## src/rtl/neat_pkg.sv

```systemverilog
// Shared definitions for the NEAT evaluation datapath: gene word layout and
// sequencer state encoding.
package neat_pkg;

  localparam int unsigned NEAT_NODE_W = 8;
  localparam int unsigned NEAT_WGT_W  = 16;
  localparam int unsigned NEAT_GENE_W = 2 * NEAT_NODE_W + NEAT_WGT_W + 1;

  // Gene word, MSB first: {enable, in_node, out_node, weight}
  typedef struct packed {
    logic                   enable;
    logic [NEAT_NODE_W-1:0] in_node;
    logic [NEAT_NODE_W-1:0] out_node;
    logic [NEAT_WGT_W-1:0]  weight;
  } gene_t;

  typedef enum logic [1:0] {
    ST_IDLE  = 2'd0,
    ST_RUN   = 2'd1,
    ST_DRAIN = 2'd2,
    ST_DONE  = 2'd3
  } seq_state_e;

endpackage

```

## src/rtl/neat_gene_fifo.sv

```systemverilog
// Synchronous FIFO with registered occupancy count and empty/full flags.
// Pushes into a full buffer (without a simultaneous pop) are dropped.
module neat_gene_fifo #(
  parameter int unsigned DEPTH = 4,
  parameter int unsigned WIDTH = 8
) (
  input  logic                           clk,
  input  logic                           rst,
  input  logic                           push,
  input  logic [WIDTH-1:0]               push_data,
  input  logic                           pop,
  output logic [WIDTH-1:0]               pop_data,
  output logic [$clog2(DEPTH+1)-1:0]     count,
  output logic                           empty,
  output logic                           full
);

  localparam int unsigned PTR_W = (DEPTH > 1) ? $clog2(DEPTH) : 1;
  localparam int unsigned CNT_W = $clog2(DEPTH + 1);
  localparam logic [PTR_W-1:0] PTR_ONE  = PTR_W'(1);
  localparam logic [PTR_W-1:0] LAST_PTR = PTR_W'(DEPTH - 1);
  localparam logic [CNT_W-1:0] CNT_ONE  = CNT_W'(1);
  localparam logic [CNT_W-1:0] CNT_FULL = CNT_W'(DEPTH);

  logic [WIDTH-1:0] mem_q [DEPTH];
  logic [PTR_W-1:0] wr_ptr_q, wr_ptr_d;
  logic [PTR_W-1:0] rd_ptr_q, rd_ptr_d;
  logic [CNT_W-1:0] count_q, count_d;
  logic             push_ok;
  logic             pop_ok;

  assign empty    = (count_q == '0);
  assign full     = (count_q == CNT_FULL);
  assign count    = count_q;
  assign pop_data = mem_q[rd_ptr_q];
  assign pop_ok   = pop && !empty;
  assign push_ok  = push && (!full || pop_ok);

  // Pointer wrap and occupancy update
  always_comb begin
    wr_ptr_d = wr_ptr_q;
    rd_ptr_d = rd_ptr_q;
    count_d  = count_q;
    if (push_ok) begin
      wr_ptr_d = (wr_ptr_q == LAST_PTR) ? '0 : wr_ptr_q + PTR_ONE;
    end
    if (pop_ok) begin
      rd_ptr_d = (rd_ptr_q == LAST_PTR) ? '0 : rd_ptr_q + PTR_ONE;
    end
    case ({push_ok, pop_ok})
      2'b10:   count_d = count_q + CNT_ONE;
      2'b01:   count_d = count_q - CNT_ONE;
      default: count_d = count_q;
    endcase
  end

  // Pointer and count registers
  always_ff @(posedge clk) begin
    if (rst) begin
      wr_ptr_q <= '0;
      rd_ptr_q <= '0;
      count_q  <= '0;
    end else begin
      wr_ptr_q <= wr_ptr_d;
      rd_ptr_q <= rd_ptr_d;
      count_q  <= count_d;
    end
  end

  // Storage write; contents need no reset since count gates visibility
  always_ff @(posedge clk) begin
    if (push_ok) begin
      mem_q[wr_ptr_q] <= push_data;
    end
  end

endmodule

```

## src/rtl/neat_gene_sequencer.sv

```systemverilog
// Walks the genome memory on start, unpacks each connection gene and streams
// it downstream over valid/ready, optionally dropping disabled genes.
module neat_gene_sequencer
  import neat_pkg::*;
#(
  parameter int unsigned IDX_W         = 8,
  parameter int unsigned NODE_W        = NEAT_NODE_W,
  parameter int unsigned WGT_W         = NEAT_WGT_W,
  parameter int unsigned FIFO_DEPTH    = 4,
  parameter bit          SKIP_DISABLED = 1'b1
) (
  input  logic                        clk,
  input  logic                        rst,
  input  logic                        start,
  input  logic [IDX_W:0]              num_genes,
  input  logic                        abort,
  output logic                        mem_rd_en,
  output logic [IDX_W-1:0]            mem_rd_addr,
  input  logic [2*NODE_W+WGT_W:0]     mem_rd_data,
  output logic                        gene_valid,
  input  logic                        gene_ready,
  output logic [NODE_W-1:0]           gene_in_node,
  output logic [NODE_W-1:0]           gene_out_node,
  output logic [WGT_W-1:0]            gene_weight,
  output logic                        gene_enable,
  output logic                        busy,
  output logic                        done,
  output logic [IDX_W:0]              emitted
);

  localparam int unsigned GENE_W = 2 * NODE_W + WGT_W + 1;
  localparam int unsigned CNT_W  = $clog2(FIFO_DEPTH + 1);
  localparam logic [IDX_W:0]   IDX_ONE   = (IDX_W + 1)'(1);
  localparam logic [CNT_W-1:0] CNT_ONE   = CNT_W'(1);
  localparam logic [CNT_W:0]   CREDIT_MAX = (CNT_W + 1)'(FIFO_DEPTH);

  seq_state_e       state_q, state_d;
  logic [IDX_W:0]   num_q, num_d;
  logic [IDX_W:0]   issue_q, issue_d;
  logic [IDX_W:0]   emitted_q, emitted_d;
  logic             inflight_q, inflight_d;

  logic             start_ok;
  logic             push;
  logic             pop;
  logic             fifo_flush;
  logic             fifo_empty;
  logic             fifo_full;
  logic [CNT_W-1:0] fifo_count;
  logic [GENE_W-1:0] fifo_head;
  logic [GENE_W-1:0] head;
  logic [CNT_W:0]   credit_used;
  logic             has_credit;
  logic             more_to_issue;
  logic             last_issue;
  logic             empty_next;

  assign start_ok      = (state_q == ST_IDLE) && start && !abort;
  assign more_to_issue = (issue_q < num_q);
  assign last_issue    = ((issue_q + IDX_ONE) == num_q);
  assign credit_used   = (CNT_W + 1)'(fifo_count) + (CNT_W + 1)'(inflight_q);
  assign has_credit    = !fifo_full && (credit_used < CREDIT_MAX);

  assign push       = inflight_q && !abort && (!SKIP_DISABLED || mem_rd_data[GENE_W-1]);
  assign pop        = !fifo_empty && gene_ready && !abort;
  assign fifo_flush = rst || abort;

  // Buffer is empty after this edge: only meaningful once no return is pending
  assign empty_next = fifo_empty || ((fifo_count == CNT_ONE) && pop);

  neat_gene_fifo #(
    .DEPTH (FIFO_DEPTH),
    .WIDTH (GENE_W)
  ) u_fifo (
    .clk       (clk),
    .rst       (fifo_flush),
    .push      (push),
    .push_data (mem_rd_data),
    .pop       (pop),
    .pop_data  (fifo_head),
    .count     (fifo_count),
    .empty     (fifo_empty),
    .full      (fifo_full)
  );

  // State register
  always_ff @(posedge clk) begin
    if (rst) begin
      state_q <= ST_IDLE;
    end else begin
      state_q <= state_d;
    end
  end

  // Next-state logic; DRAIN looks one edge ahead so done lands right after the last pop
  always_comb begin
    state_d = state_q;
    case (state_q)
      ST_IDLE: begin
        if (start) begin
          state_d = (num_genes == '0) ? ST_DONE : ST_RUN;
        end
      end
      ST_RUN: begin
        if (mem_rd_en && last_issue) begin
          state_d = ST_DRAIN;
        end
      end
      ST_DRAIN: begin
        if (!inflight_q && empty_next) begin
          state_d = ST_DONE;
        end
      end
      ST_DONE: begin
        state_d = ST_IDLE;
      end
      default: begin
        state_d = ST_IDLE;
      end
    endcase
    if (abort) begin
      state_d = ST_IDLE;
    end
  end

  // FSM outputs: read strobe from registered credit terms only
  always_comb begin
    mem_rd_en = 1'b0;
    busy      = 1'b0;
    done      = 1'b0;
    case (state_q)
      ST_RUN: begin
        busy      = 1'b1;
        mem_rd_en = more_to_issue && has_credit && !abort;
      end
      ST_DRAIN: begin
        busy = 1'b1;
      end
      ST_DONE: begin
        busy = 1'b1;
        done = 1'b1;
      end
      default: begin
        busy = 1'b0;
      end
    endcase
  end

  // Walk bookkeeping: captured length, issue index, inflight flag, emitted count
  always_comb begin
    num_d      = num_q;
    issue_d    = issue_q;
    emitted_d  = emitted_q;
    inflight_d = mem_rd_en;
    if (start_ok) begin
      num_d     = num_genes;
      issue_d   = '0;
      emitted_d = '0;
    end
    if (mem_rd_en) begin
      issue_d = issue_q + IDX_ONE;
    end
    if (pop) begin
      emitted_d = emitted_q + IDX_ONE;
    end
  end

  // Walk bookkeeping registers
  always_ff @(posedge clk) begin
    if (rst) begin
      num_q      <= '0;
      issue_q    <= '0;
      emitted_q  <= '0;
      inflight_q <= 1'b0;
    end else begin
      num_q      <= num_d;
      issue_q    <= issue_d;
      emitted_q  <= emitted_d;
      inflight_q <= inflight_d;
    end
  end

  assign head          = fifo_empty ? '0 : fifo_head;
  assign mem_rd_addr   = issue_q[IDX_W-1:0];
  assign gene_valid    = !fifo_empty;
  assign gene_enable   = head[GENE_W-1];
  assign gene_in_node  = head[GENE_W-2 -: NODE_W];
  assign gene_out_node = head[WGT_W +: NODE_W];
  assign gene_weight   = head[WGT_W-1:0];
  assign emitted       = emitted_q;

endmodule
```

## config.mk

```make
export PLATFORM = sky130hd
export DESIGN_NAME = neat_gene_sequencer
export DESIGN_NICKNAME = d
export VERILOG_FILES = /design/src/rtl/neat_pkg.sv /design/src/rtl/neat_gene_fifo.sv /design/src/rtl/neat_gene_sequencer.sv
export SDC_FILE = /design/constraint.sdc
export NUM_CORES = 1
export LEC_CHECK = 0
export CORE_MARGIN = 3
export CORE_UTILIZATION = 40
export CTS_BUF_LIST = sky130_fd_sc_hd__clkbuf_8 sky130_fd_sc_hd__clkbuf_16
export DETAILED_ROUTE_END_ITERATION = 7
export GPL_TIMING_DRIVEN = 0
export MAX_ROUTING_LAYER = met4
export PLACE_DENSITY = 0.57
export SLEW_MARGIN = 0
export SYNTH_ARGS = -nofsm -noshare
export SYNTH_HDL_FRONTEND = slang
export SYNTH_SLANG_ARGS = --single-unit
```

## constraint.sdc

```tcl
create_clock -name clk -period 5.85 [get_ports clk]
set_clock_uncertainty 0.1 [all_clocks]
set_input_delay 1.17 -clock clk [delete_from_list [all_inputs] [get_ports clk]]
set_output_delay 1.17 -clock clk [all_outputs]
set_load 0.02 [all_outputs]
```

# Yosys cells after proc, flatten, opt, wreduce, memory -nomap -nowiden
# Memory sizes are Yosys's and may differ from the RTL's. A register that Yosys moved wholly into a read port is not among the register bits.
# Cells that the tools add are included.
# word_totals
ff_bits	37
ram_bits	132
inputBits	47
output_inout_bits	54
elab_cells	80
memories	1
# memory_table
name	words	word_bits	rd	rd_ports_with_merged_regs	wr	line_no	rtl
u_fifo.mem_q	4	33	1	1	1	neat_gene_fifo.sv:25	logic [WIDTH-1:0] mem_q [DEPTH];
# op_classes
addsub	7
n_lt_le_gt_ge	2
n_eq_ne	13
n_mux	19
reduce_logical	30
# ops
op	count
$mux W33	1
$mux W9	3
$add A9 B1 Y9 const B	2
$mux W2	8
$logic_and A1 B1 Y1	14
$eq A2 B2 Y1 const B	5
$eq A9 B9 Y1	1
$logic_not A9 Y1	1
$lt A9 B9 Y1	1
$pmux W2 S4	1
$ne A2 B2 Y1 const B	3
$pmux W3 S2	1
$reduce_bool A2 Y1	3
$mux W1	5
$add A2 B1 Y2 const B	2
$add A3 B1 Y4	1
$eq A2 B1 Y1 const B	2
$logic_not A1 Y1	4
$lt A4 B3 Y1 const B	1
$add A3 B1 Y3 const B	1
$eq A3 B1 Y1 const B	1
$eq A3 B3 Y1 const B	1
$logic_not A3 Y1	1
$logic_or A1 B1 Y1	3
5 further kinds	5

# Longest topological paths before layout
# Gate-level depths: netlist of the first run.
# logic_depth
ltp_word	9
depth_mapped	13
ltp_nobuf	11

# Cells and area by module
# A second synthesis of the first run with hierarchy kept.
# unflattened
hier_cells	522
hier_area_um2	7493.4
# by_module_without_submodules
module	n_inst	cells_each	area_per_inst_um2
neat_gene_fifo	1	232	5286.3
neat_gene_sequencer	1	290	2207.1

# Worst setup path after synthesis of the first run
# OpenSTA, ideal clock, no wires.
# synth_timing
path_type	in2out
from	input port abort
to	output port mem_rd_en
t_arrival_ps	2134
path_slack_ps	2446
cell_stages	4
path_buffers	1
cell_sequence	nor4b_1 > nand4_2 > clkbuf_1 > inv_1
# synth_between
elab_chain_len	3
# synth_rtl
element	line_no	rtl
from (decl)	neat_gene_sequencer.sv:16	input logic abort,
$logic_not A1 Y1	neat_gene_sequencer.sv:134	mem_rd_en = more_to_issue && has_credit && !abort;
$logic_and A1 B1 Y1	neat_gene_sequencer.sv:134	
$mux W1	neat_gene_sequencer.sv:131	case (state_q)
to (decl)	neat_gene_sequencer.sv:17	output logic mem_rd_en,
# Every way passes these cells.

# Final worst setup path of the first run
# Same ends and word-level chain as after synthesis.

==> run summary, run 1 <==
Largest stage delay, worst path - 630 ps
DP Wirelength - 10700 µm
HP Class - register to register
Clock H-tree levels - 4
Clock Path Buffers - 2
root buffer cell - clkbuf_16
placed inst area - 0.00880 mm²
ys async rst share - 0
vias in the first global route - 4668
uppermost layer routed - met4
Tot Pwr - 2.57 mW
xor/xnor share of the synthesized area - 0.0130
slew of the pin with the lowest slew margin - 714 ps
multi-input logic area - 0.00243 mm²
RSZ-0062 raised after global routing - no
# DRC - 0
crit end category - output pin
share of cells above drive strength 1 - 0.144
hold_buf cts - 0
final hold violation count - 0
CP delay by family, top - buffers and inverters
PwrDens - 273 mW/mm²
cts bufs inserted - 17
Die Footprint - 0.0202 mm²
clk_lat worst skew - 420 ps
Data required, critical path - 4580 ps
CTS tree - yes
grt total ovfl - 0
compound-cell area share of the yosys netlist - 0.0551
DP Worst Slack - 997 ps
Max Fanout on Critical Path - 10
CP Class - primary input to output pin
first-pass GRT wire length - 24500 µm
clock-pin slew on the worst setup and hold paths - 70 ps
Synth Flop Type - edfxtp_1
via count - 4571
initial DRC count - 215
Tcrit/Tclk final - 0.827
most frequent CP cell - clkdlybuf4s50_1
Layout fillers - 1502
placer congestion estimate - 0.835
final core utilization - 0.521
CP Buf/Inv Count - 4
worst relative slew slack - 0.524
PnR worst setup slack - 1010 ps
final setup fails - 0
Post-Route WL - 15600 µm
I/O pin cnt - 101
Final Non-Filler Cells - 881
Post-synth EDFFs - 132
CP arrival - 3570 ps
CP Cell Sequence - clkdlybuf4s50_1, nor4b_1, nand4_2, clkbuf_1, inv_1, clkdlybuf4s50_1
M1 wire length - 6920 µm
post-placement cell count - 848
Seq. cell area - 0.00474 mm²
number of routed nets with antenna violations - 0
number of synthesized register bits - 171
Synth Area in Adders - 0.0438
Initial Util - 0.411
Slew Limit Fails - 0
DR WL met3 - 655 µm
drt pass-1 iters - 5
DIE HEIGHT - 142 µm
synthesized net count - 588
Sink Count - 171
minimum clock period - 4840 ps
max cap viols - 0
Area Growth Syn to Fin - 26.8%
Synth Area in Simple Gates - 0.109
status - complete, no violations
core area - 0.0181 mm²
Post-Syn Area per Cell - 14.4 µm²
Via density - 5.19
die width - 142 µm
TNS Setup - 0 ps
Pleak - 3.20 nW
worst hold slack - 367 ps
CP Launch Type - primary input
initial antenna violation count - 1
fmax - 207 MHz
Final Cell Area - 0.00942 mm²
Mapped Cells - 515
main combinational cell family by area after synthesis - simple AND/OR/NAND/NOR gates
port buffer count - 100
setup bufs post-CTS - 0
Critical-path top delay cell - clkdlybuf4s50_1
YS warnings - 0
area of the mapped netlist - 0.00742 mm²
library cells used by synthesis - 53
Placement Rows - 49
cts repair resizes - 0
WL met2 - 7790 µm
largest net degree at the start of global routing - 30
wire per inst - 17.7 µm
multiplexer share of the synthesized area - 0.105
final net count - 711
Total Routing Usage GR - 0.163
Peak VDD IR - 200 µV
post-synthesis sequential area ratio - 0.639
==> layer usage <==
layer / global-route usage / vias up
met5: - / -
met3: 0.0420 / 12
li1: - / 2163
met2: 0.266 / 108
met4: 0.0495 / 0
met1: 0.201 / 2288
==> cell usage after synthesis, types with 3 or more instances <==
library cell    n  share of area
clkbuf_1       15         0.0076
inv_1          22          0.011
mux2i_1         4         0.0054
nor2b_1         3         0.0025
xor2_1          5         0.0059
nor3_1          3         0.0020
buf_2           4         0.0027
a31oi_1         3         0.0025
or3_1           5         0.0042
a21oi_1        35          0.024
nand3b_1        5         0.0051
nor2_1         23          0.012
o21ai_0        16          0.011
and2_1         37          0.031
edfxtp_1      132           0.53
dfxtp_1        39           0.11
nand2_1        30          0.015
xnor2_1         6         0.0071
buf_4           8         0.0081
nand2b_1        3         0.0025
nand3_1        13         0.0088
or2_1           3         0.0025
ha_1           26          0.044
and3_1          5         0.0042
mux4_2         33           0.10
nand4_1         4         0.0034
==> cells by family after synthesis <==
| kind of cell | count (synthesis) |
|---|---|
| AOI/OAI and AO/OA | 70 |
| muxes | 37 |
| DFF | 171 |
| and+or+nand+nor | 147 |
| xor gates and xnor gates | 11 |
| buffers and inverters | 53 |
| adders and majority gates | 26 |
==> final timing paths <==
check        startpoint    endpoint  slack [ps]  depth (start not counted)
max               abort   mem_rd_en        1010                          6
min            num_q[0]    num_q[0]         370                          2
max reg2reg  issue_q[6]  state_q[1]        3050                          7
min reg2reg    num_q[0]    num_q[0]         370                          2
==> registers in the layout (all words and copies together), names as in the netlist, named ones only <==
register,count
emitted,9
inflight_q,1
issue_q,9
num_q,9
state_q,2
u_fifo.count,3
u_fifo.mem_q,132
u_fifo.rd_ptr_q,2
u_fifo.wr_ptr_q,2
==> worst min-delay path: stages, from the launching register on <==
cell and delay [ps]:
dfxtp_1 320, nand2_1 50, a21oi_1 50
==> placed cells by master, fill, tap and decap left out, types with 2 or more instances in the layout <==
master / Yosys / final
a31oi_1: 3 / 3
buf_6: 2 / 2
inv_6: 1 / 6
and3_1: 5 / 5
or3_1: 5 / 5
inv_1: 22 / 22
bufinv_16: 0 / 3
edfxtp_1: 132 / 132
mux4_2: 33 / 33
clkbuf_16: 0 / 17
and2_1: 37 / 33
o21a_1: 2 / 2
clkinv_2: 0 / 2
xor2_1: 5 / 5
nand4_1: 4 / 4
or2_1: 3 / 3
nand2_1: 30 / 30
buf_4: 8 / 8
dfxtp_1: 39 / 39
or2_2: 2 / 2
nor2b_1: 3 / 3
nor2_1: 23 / 23
mux2i_1: 4 / 4
clkdlybuf4s50_1: 0 / 100
nand3_1: 13 / 13
and2_2: 0 / 4
a21oi_1: 35 / 35
clkbuf_1: 15 / 15
o211ai_1: 2 / 2
xnor2_1: 6 / 6
o21ai_0: 16 / 16
nor3_1: 3 / 3
buf_2: 4 / 4
a211oi_1: 2 / 2
nor3b_1: 2 / 2
buf_12: 0 / 3
clkinv_4: 0 / 3
ha_1: 26 / 26
nand2b_1: 3 / 3
nand3b_1: 5 / 5
==> layout make-up <==
type                       instances  share of cell area
clock buffer                      17              0.0452
clock inverter                    15              0.0197
timing repair buffer             104               0.116
multi-input combinational        291               0.258
tap                              229              0.0304
antenna                            1            0.000266
buffer                            30              0.0173
sequential                       171               0.504
inverter                          23             0.00970
==> where the power goes <==
group / total [mW] / internal (mW) / switching [mW] / leakage (nW)
logic: 0.106 / 0.0523 / 0.0536 / 1.39
registers: 1.32 / 1.31 / 0.00567 / 1.50
clock network: 1.15 / 0.680 / 0.472 / 0.302
total: 2.57 / 2.04 / 0.531 / 3.20
No activity file was read; power rests on OpenSTA's default activity.
==> inputs of run 2 (changes only) <==
--- a/config.mk
+++ b/config.mk
@@ -11,7 +11,7 @@
 export DETAILED_ROUTE_END_ITERATION = 7
 export GPL_TIMING_DRIVEN = 0
 export MAX_ROUTING_LAYER = met4
-export PLACE_DENSITY = 0.57
+export PLACE_DENSITY = 0.6
 export SLEW_MARGIN = 0
 export SYNTH_ARGS = -nofsm -noshare
 export SYNTH_HDL_FRONTEND = slang
==> constraint.sdc (replaced) <==
create_clock -name clk -period 4.03 [get_ports clk]
set_clock_uncertainty 0.1 [all_clocks]
set_input_delay 0.806 -clock clk [delete_from_list [all_inputs] [get_ports clk]]
set_output_delay 0.806 -clock clk [all_outputs]
set_load 0.02 [all_outputs]
==> run summary, run 2 (same netlist as run 1, synthesis figures left out) <==
max FFs per register - 132
Clock power frac - 0.436
drt pass-1 iters - 4
HP Class - register to register
# DRC - 0
CTS tree - yes
via count - 4536
Total Routing Usage GR - 0.162
PwrDens - 389 mW/mm²
Peak VDD IR - 304 µV
DIE HEIGHT - 142 µm
CP Class - register to output pin
Data required, critical path - 3120 ps
Via density - 5.14
number of routed nets with antenna violations - 0
Clock H-tree levels - 4
Int Pwr - 2.85 mW
Initial Util - 0.411
R2R cell count - 9
RSZ-0062 raised after global routing - no
Layout fillers - 1490
fmax - 270 MHz
Placement Rows - 49
Sink Count - 171
core area - 0.0181 mm²
vias in the first global route - 4694
Die Footprint - 0.0202 mm²
status - complete, no violations
minimum clock period - 3700 ps
first-pass GRT wire length - 24500 µm
Final Non-Filler Cells - 882
crit end category - output pin
most common cell after layout, fill and taps aside - edfxtp_1
grt total ovfl - 0
port buffer count - 100
share of cells above drive strength 1 - 0.147
root buffer cell - clkbuf_16
wire per inst - 17.2 µm
I/O pin cnt - 101
Net Sw Frac - 0.219
worst relative slew slack - 0.542
Reg power frac - 0.522
final net count - 712
DP Wirelength - 10300 µm
initial antenna violation count - 1
max cap viols - 0
slew of the pin with the lowest slew margin - 688 ps
most frequent cells in the layout - edfxtp_1 (132), clkdlybuf4s50_1 (99), dfxtp_1 (38)
Pleak - 3.21 nW
Reg with most FFs - u_fifo.mem_q
initial DRC count - 274
Tot Pwr - 3.66 mW
Slew Limit Fails - 0
placer congestion estimate - 0.868
Post-Route WL - 15200 µm
Tcrit/Tclk final - 0.918
post-placement cell count - 848
Area Growth Syn to Fin - 26.7%
final hold violation count - 0
final setup fails - 0
Comb pwr share - 0.042
CP arrival - 2790 ps
largest net degree at the start of global routing - 30
Max Fanout on Critical Path - 10
clk_lat worst skew - 420 ps
cts bufs inserted - 17
hold path cells - 2
Clock Path Buffers - 2
Switch Pwr - 0.802 mW
die width - 142 µm
clock-pin slew on the worst setup and hold paths - 60 ps
CP Launch Type - register
run 2: critical path: stages, from the launching register on:
cell and delay, ps:
dfxtp_1 310, clkbuf_1 340, buf_2 430, mux4_2 550, and2_1 200, clkdlybuf4s50_1 540
run 2: final cells by class:
class / count / area (µm²) / area share
timing repair buffer: 105 / 1100 / 0.117
clock buffer: 17 / 425 / 0.0452
multi-input combinational: 291 / 2430 / 0.259
antenna: 1 / 2.50 / 0.000266
clock inverter: 15 / 159 / 0.0169
sequential: 171 / 4750 / 0.505
inverter: 23 / 91.3 / 0.00971
tap: 229 / 287 / 0.0305
buffer: 30 / 164 / 0.0174
run 2: power by group through the flow:
stage / Sequential (mW) / Combinational [mW] / Clock, mW
2_1_floorplan: 1.95 / 0.0654 / 0
3_3_place_gp: 1.95 / 0.150 / 0
3_5_place_dp: 1.95 / 0.153 / 0
4_1_cts: 1.91 / 0.155 / 1.63
5_1_grt: 1.91 / 0.171 / 1.70
6_report: 1.91 / 0.154 / 1.59
run 2: path summary, 6_finish.rpt:
kind | from | endpoint | slack (ps)
setup reg to reg | num_q[4] | state_q[1] | 1290
hold reg to reg | num_q[5] | num_q[5] | 370
setup / recovery | register | gene_weight[2] | 330
hold / removal | num_q[5] | num_q[5] | 370
run 2: stage by stage:
| stage | worst slack [ps] | area, µm² | TNS, ps | hold WS [ps] | util |
|---|---|---|---|---|---|
| 2_1_floorplan | 1300 | 7420 | 0 | 336 | - |
| 3_3_place_gp | -173 | 8710 | -173 | 354 | 0.482 |
| 3_5_place_dp | -141 | 8800 | -141 | 362 | 0.487 |
| 4_1_cts | 109 | 9400 | 0 | 370 | 0.520 |
| 5_1_grt | 151 | 9400 | 0 | 392 | 0.520 |
| 6_report | 330 | 9400 | 0 | 369 | 0.520 |
run 2: routing by layer:
layer,GRT usage,routed length (µm),vias to the layer above
met3,0.0386,743,9
met4,0.0424,118,0
met2,0.268,7620,113
met5,-,0,-
li1,-,-,2172
met1,0.201,6720,2242
run 2: what timing repair did:
action,in CTS,in global routing
pin swaps,1,0
resized for setup,2,1
hold buffers,0,0
endpoints found under the setup margin,1,1
buffers inserted,1,0
==> inputs of run 3 (changes only) <==
--- a/config.mk
+++ b/config.mk
@@ -12,6 +12,7 @@
 export GPL_TIMING_DRIVEN = 0
 export MAX_ROUTING_LAYER = met4
 export PLACE_DENSITY = 0.6
+export RECOVER_POWER = 100
 export SLEW_MARGIN = 0
 export SYNTH_ARGS = -nofsm -noshare
 export SYNTH_HDL_FRONTEND = slang
==> run summary, run 3 (same netlist as run 1, synthesis figures left out) <==
CP Buf/Inv Count - 3
Sink Count - 171
crit end category - output pin
final setup fails - 0
number of routed nets with antenna violations - 0
initial DRC count - 305
grt total ovfl - 0
I/O pin cnt - 101
minimum clock period - 3770 ps
Layout fillers - 1500
largest net degree at the start of global routing - 30
share of cells above drive strength 1 - 0.133
fmax - 265 MHz
Crit Reg-Reg Endpoint - state_q[1]
drt pass-1 iters - 5
root buffer cell - clkbuf_16
core area - 0.0181 mm²
Switch Pwr - 0.803 mW
Area Growth Syn to Fin - 25.5%
Worst Hold Launch - num_q[0]
Initial Util - 0.411
Pleak - 3.27 nW
status - complete, no violations
post-placement cell count - 848
final hold violation count - 0
hold path cells - 2
Max Fanout on Critical Path - 10
HP Class - register to register
RSZ-0062 raised after global routing - no
Tcrit/Tclk final - 0.937
placer congestion estimate - 0.868
Total Routing Usage GR - 0.162
max FFs per register - 132
CTS tree - yes
vias in the first global route - 4694
Clock Path Buffers - 2
DIE HEIGHT - 142 µm
r2r startpoint - issue_q[6]
TNS Setup - 0 ps
Reg power frac - 0.524
Peak VDD IR - 303 µV
Comb pwr share - 0.039
Int Pwr - 2.85 mW
CP arrival - 2870 ps
CP Launch Type - register
most common cell after layout, fill and taps aside - edfxtp_1
max cap viols - 0
final core utilization - 0.515
Final Non-Filler Cells - 882
Clock power frac - 0.437
slew of the pin with the lowest slew margin - 1350 ps
CP delay by family, top - buffers and inverters
Largest stage delay, worst path - 640 ps
DP Wirelength - 10300 µm
R2R cell count - 8
hold endpoint - num_q[0]
Critical-path top delay cell - dlygate4sd3_1
hold_buf cts - 0
initial antenna violation count - 1
Reg with most FFs - u_fifo.mem_q
# DRC - 0
worst hold slack - 373 ps
CP Class - register to output pin
Via density - 5.16
first-pass GRT wire length - 24500 µm
Slew Limit Fails - 0
Die Footprint - 0.0202 mm²
clock-pin slew on the worst setup and hold paths - 70 ps
wire per inst - 17.2 µm
clk_lat worst skew - 420 ps
worst relative slew slack - 0.0971
CP Cell Sequence - clkbuf_1, clkbuf_2, mux4_2, and2_1, dlygate4sd3_1
Clock H-tree levels - 4
R2R setup slack - 1060 ps
PwrDens - 391 mW/mm²
port buffer count - 100
final net count - 712
cts bufs inserted - 17
most frequent cells in the layout - edfxtp_1 (132), dlygate4sd3_1 (65), dfxtp_1 (39)
die width - 142 µm
Net Sw Frac - 0.220
Placement Rows - 49
Data required, critical path - 3120 ps
Post-Route WL - 15100 µm
via count - 4552
==> run 3: cell count changes in the layout (fill, tap and decap cells not counted), moves of 2 or more <==
cell             before  now
clkdlybuf4s50_1      99   34
buf_2                 4    2
dlygate4sd3_1         0   65
buf_12                3    0
and2_2                4    0
and2_0                1    5
clkbuf_1             14   19
clkbuf_2              1    5
==> run 3: area by class of cell <==
| class | instances | area (µm²) | share of cell area |
|---|---|---|---|
| Multi-Input combinational cell | 291 | 2420 | 0.259 |
| Buffer | 30 | 155 | 0.0166 |
| Clock inverter | 15 | 159 | 0.0170 |
| Sequential cell | 171 | 4740 | 0.509 |
| Tap cell | 229 | 287 | 0.0307 |
| Timing Repair Buffer | 105 | 1040 | 0.112 |
| Inverter | 23 | 87.6 | 0.00940 |
| Clock buffer | 17 | 425 | 0.0456 |
| Antenna cell | 1 | 2.50 | 0.000268 |
==> run 3: what timing repair did <==
action	in CTS	in global routing
pin swaps	1	0
endpoints found under the setup margin	1	1
buffers inserted	1	0
gates resized for setup	2	1
==> run 3: metal layers <==
| layer | global-route usage | routed length, µm | vias to the layer above |
|---|---|---|---|
| met2 | 0.268 | 7570 | 120 |
| met3 | 0.0386 | 701 | 8 |
| met4 | 0.0424 | 112 | 0 |
| li1 | - | - | 2170 |
| met1 | 0.201 | 6760 | 2254 |
| met5 | - | 0 | - |
==> run 3: how the worst max path moves through the flow <==
stage               cells after the start  startpoint                to  slack (ps)
finish                                  5    register  gene_out_node[6]         260
CTS                                     8    num_q[4]         mem_rd_en         110
global route                            5    register  gene_out_node[6]          80
detailed placement                      6       abort         mem_rd_en        -140
global placement                        6       abort         mem_rd_en        -170
floorplan                               6  issue_q[6]         mem_rd_en        1300
==> run 3: worst min-delay path: cells and delay by family, from the launching register on <==
kind / cells / cell delay (ps)
AO/OA/AOI/OAI: 1 / 50
flip-flops: 1 / 320
AND/OR/NAND/NOR: 1 / 50
==> run 3: power groups by stage <==
stage / clock network, mW / logic, mW / registers (mW)
global route: 1.70 / 0.161 / 1.91
detailed placement: 0 / 0.153 / 1.95
CTS: 1.63 / 0.155 / 1.91
floorplan: 0 / 0.0654 / 1.95
finish: 1.59 / 0.144 / 1.91
global placement: 0 / 0.150 / 1.95
==> run 3: metrics by stage <==
| stage | cell area (µm²) | total power, mW | worst slack [ps] |
|---|---|---|---|
| 5_1_grt | 9320 | 3.77 | 76.4 |
| 6_report | 9320 | 3.65 | 255 |
| 3_3_place_gp | 8710 | 2.10 | -173 |
| 2_1_floorplan | 7420 | 2.01 | 1300 |
| 4_1_cts | 9400 | 3.70 | 109 |
| 3_5_place_dp | 8800 | 2.10 | -141 |
==> RTL edit 1: new RTL, config.mk and constraints of run 3 <==
Encoding of `seq_state_e`: now Gray code (2 bits for 4 states).
--- a/src/rtl/neat_pkg.sv
+++ b/src/rtl/neat_pkg.sv
@@ -17,6 +17,6 @@
   typedef enum logic [1:0] {
-    ST_IDLE  = 2'd0,
-    ST_RUN   = 2'd1,
-    ST_DRAIN = 2'd2,
-    ST_DONE  = 2'd3
+    ST_IDLE  = 2'b00,
+    ST_RUN   = 2'b01,
+    ST_DRAIN = 2'b11,
+    ST_DONE  = 2'b10
   } seq_state_e;
Formal check against the unedited RTL: same outputs for any inputs over 10 cycles, from zero or initial values and one cycle with rst high; not proved beyond that.
==> RTL edit 1 against run 3 <==
- wire length about the same
- sequential cell count unchanged
- critical path depth up 1
- cell area down 1.0%
- worst setup slack worse by 0.055 ns
- sequential power about the same
- total power is 2.6% lower
- die area is 1.1% lower
- area after synthesis is 1.1% lower
- final cell count is 1.2% lower
- highest routed layer unchanged
==> RTL edit 1: results (changes against run 3) <==
r2r_slack_ns: 0.74  # -0.32 ns
ir_drop_mv: 0.284  # -6.1%
grt_max_degree: 31  # +3.3%
grt_pass1_vias: 4622  # -1.5%
power.leakage_uw: 0.00319  # -2.3%
synth.area.top_cells: "edfxtp_1 54%, dfxtp_1 11%, mux4_2 10%"
dpl-instance-area_um2: 8710  # -1.1%
yosysSeqAreaShare_pct: 64.6  # +0.72 points
num_vias: 4529  # -0.51%
dp_cells: 836  # -1.4%
yosys-top-cells-count: "132 x edfxtp_1, 39 x dfxtp_1, 38 x nand2_1, 37 x and2_1, 33 x mux4_2"
reg2reg_depth: 7  # -1
r2r_start: "u_fifo.count[0]$_SDFFE_PP0P_"
pre_cts_ws_ns: -0.0761  # +0.0653 ns
routed_wl_um: 15100  # about the same
syn_avg_cell_area_um2: 14.5  # +0.45%
status: "completed"
first_iter_violations: 235  # -23%
ys_types: 44  # -17%
slew_headroom_pct: 38.1  # +28 points
via_per_inst: 5.20  # +0.75%
antenna_found_initial: 1  # unchanged
gp_congestion: 0.849  # -2.2%
hold_end: "num_q[0]$_SDFFE_PP0P_"
nets: 700  # -1.7%
track_usage_pct: 16.2  # about the same
grt_pass1_wl_um: 24300  # -0.82%
cp.arrival_ns: 2.92  # +0.05 ns
drive_above_1_share_pct: 15.2  # +1.9 points
synth_nets: 575  # -2.2%
[RTL edit 1: changes by cell type after synthesis, sizes merged, moves of 5 or more]
cell,run 3,this run
nor3,3,11
o211ai,2,10
o21ai,17,7
a21oi,35,28
inv,23,15
ha,26,21
nand2,31,38
[RTL edit 1: per-layer routing]
| metal | up-vias | track usage (%) | share of wire [%] |
|---|---|---|---|
| met3 | 18 | 3.74 | 4.9 |
| met2 | 137 | 25.3 | 49 |
| met4 | 0 | 5.96 | 1.5 |
| li1 | 2145 | - | - |
| met1 | 2229 | 20.9 | 45 |
| met5 | - | - | 0 |
[RTL edit 1: layout make-up]
| cell class | instances | area [um2] | share of cell area, % |
|---|---|---|---|
| diodes | 1 | 2.50 | 0.0271 |
| inverters | 15 | 56.3 | 0.610 |
| clock inverters | 15 | 125 | 1.36 |
| clock buffers | 17 | 425 | 4.61 |
| multi-input cells | 291 | 2400 | 26.0 |
| flip-flops and latches | 171 | 4750 | 51.4 |
| well taps | 225 | 282 | 3.05 |
| repair buffers | 106 | 1030 | 11.2 |
| plain buffers | 30 | 154 | 1.67 |
[RTL edit 1: worst max-delay path: stages]
cell,delay [ns]
clkdlybuf4s50_1,0.52
nor3_1,0.27
nand3_2,0.28
nor2_4,0.22
buf_4,0.20
clkdlybuf4s50_1,0.62
[RTL edit 1: where the power goes]
part	leakage (uW)	switching, uW	internal (uW)	total, uW
clock	0.000267	660	849	1510
sequential	0.00150	6.37	1900	1910
combinational	0.00142	73.2	63.3	137
[RTL edit 1: cell families after synthesis]
group / Yosys count / share of synthesized area [%]
buffers and inverters: 45 / 2.91
AO/OA/AOI/OAI: 63 / 5.42
adder cells (fa/ha/maj): 21 / 3.58
XOR/XNOR: 14 / 1.67
flip-flops: 171 / 64.6
multiplexers: 36 / 10.5
AND/OR/NAND/NOR: 157 / 11.2
[RTL edit 1: timing repair]
| action | in CTS | in global routing |
|---|---|---|
| gates resized for setup | 2 | 3 |
| setup buffers | 0 | 2 |
| endpoints found under the hold margin | 0 | 0 |
| pin swaps | 0 | 2 |
| setup endpoints to repair | 1 | 1 |
| hold buffers | 0 | 0 |
[RTL edit 1: worst max path at each step]
stage | startpoint | to | slack (ns) | cells after the start
final | abort | mem_rd_en | 0.20 | 6
after global routing | flop | gene_in_node[3] | 0.05 | 5
after CTS | issue_q[2]$_SDFFE_PP0P_ | mem_rd_en | 0.06 | 7
after detailed placement | abort | mem_rd_en | -0.08 | 6
after global placement | abort | mem_rd_en | -0.08 | 6
after floorplan | gene_ready | u_fifo.mem_q[3][0]$_DFFE_PP_ | 1.40 | 3
==> RTL edit 2: new RTL, settings of run 3 <==
Made on the original files. The parameter `SKIP_DISABLED` goes from 1'b1 to 1'b0.
--- a/src/rtl/neat_gene_sequencer.sv
+++ b/src/rtl/neat_gene_sequencer.sv
@@ -9,3 +9,3 @@
   parameter int unsigned FIFO_DEPTH    = 4,
-  parameter bit          SKIP_DISABLED = 1'b1
+  parameter bit          SKIP_DISABLED = 1'b0
 ) (
Check against the original RTL: not equivalent (a bounded check fails within 4 cycles, from zero or initial values and one cycle with rst high).
==> RTL edit 2 against run 3 <==
- cell area increased by 1.3%
- total power grew 2.4%
- non-clock buffer count decreased by 3
- highest routed layer unchanged
- area after synthesis grew 1.5%
- worst setup slack better by 0.034 ns
- sequential cell count did not move
- die area increased by 1.5%
- wire length is 5.2% higher
==> RTL edit 2: results (changes against run 3) <==
status: "completed"
worst_pin_slew_ns: 1.46  # +0.109 ns
ir_drop_mv: 0.362  # +20%
grt_pass1_wl_um: 25900  # +5.7%
synth.area.top_cells: "edfxtp_1 53%, dfxtp_1 10%, mux4_2 9.9%"
met2_length_um: 7910  # +4.4%
globalRouteMet2Util_pct: 27.2  # +0.47 points
track_usage_pct: 17.0  # +0.78 points
drive_above_1_share_pct: 14.4  # +1.1 points
r2r_start: "u_fifo.count[0]$_SDFFE_PP0P_"
cp.arrival_ns: 2.83  # -0.04 ns
finalCritPeriodShare_pct: 92.8  # -0.84 points
gp_congestion: 0.855  # -1.5%
met3_wirelength_um: 718  # +2.4%
postCtsSetupBuffers: 0  # -1
synthXorXnorAreaFrac_pct: 1.38  # +0.080 points
ys_types: 59  # +11%
yosys-top-cells-count: "132 x edfxtp_1, 39 x dfxtp_1, 37 x and2_1, 36 x nand2_1, 33 x mux4_2"
n_antenna_cell: 0  # -1
antenna_found_initial: 0  # -1
yosysSeqAreaShare_pct: 62.9  # -0.97 points
use_met1_pct: 21.8  # +1.7 points
pre_cts_ws_ns: 0.0643  # +0.206 ns
reg2reg_depth: 5  # -3
synthMuxAreaShare_pct: 10.6  # +0.023 points
synth_compound_area_share_pct: 6.24  # +0.73 points
r2r-end: "u_fifo.mem_q[3][7]$_DFFE_PP_"
use_met3_pct: 4.12  # +0.25 points
## RTL edit 2: cell types whose count changed in the layout (fill, tap and decap cells not counted), sizes merged, moves of 5 or more
cell and delta:
nand2 +6, dlygate4sd3 -5, clkdlybuf4s50 +5, nor3 +9
## RTL edit 2: layout make-up
type	instances	area [um2]
clock buffer	17	425
buffer	28	154
multi-input combinational	299	2510
timing repair buffer	104	1040
fill	1547	8770
inverter	26	97.6
tap	229	287
sequential	171	4740
clock inverter	15	184
## RTL edit 2: worst min-delay path, cell delays in order (launching register included)
cell,delay (ns)
dfxtp_1,0.32
nand2_1,0.05
a21oi_1,0.05
## RTL edit 2: power breakdown
part / internal, uW / switching [uW] / leakage [uW]
clock network: 940 / 713 / 0.000296
logic: 75.0 / 93.1 / 0.00141
registers: 1900 / 9.75 / 0.00150
total: 2920 / 816 / 0.00321
## RTL edit 2: stage by stage
step                      instances  hold WS, ns
after global routing            889        0.392
final                           889        0.376
after global placement          853        0.358
after floorplan                 524        0.340
after CTS                       889        0.379
after detailed placement        857        0.369
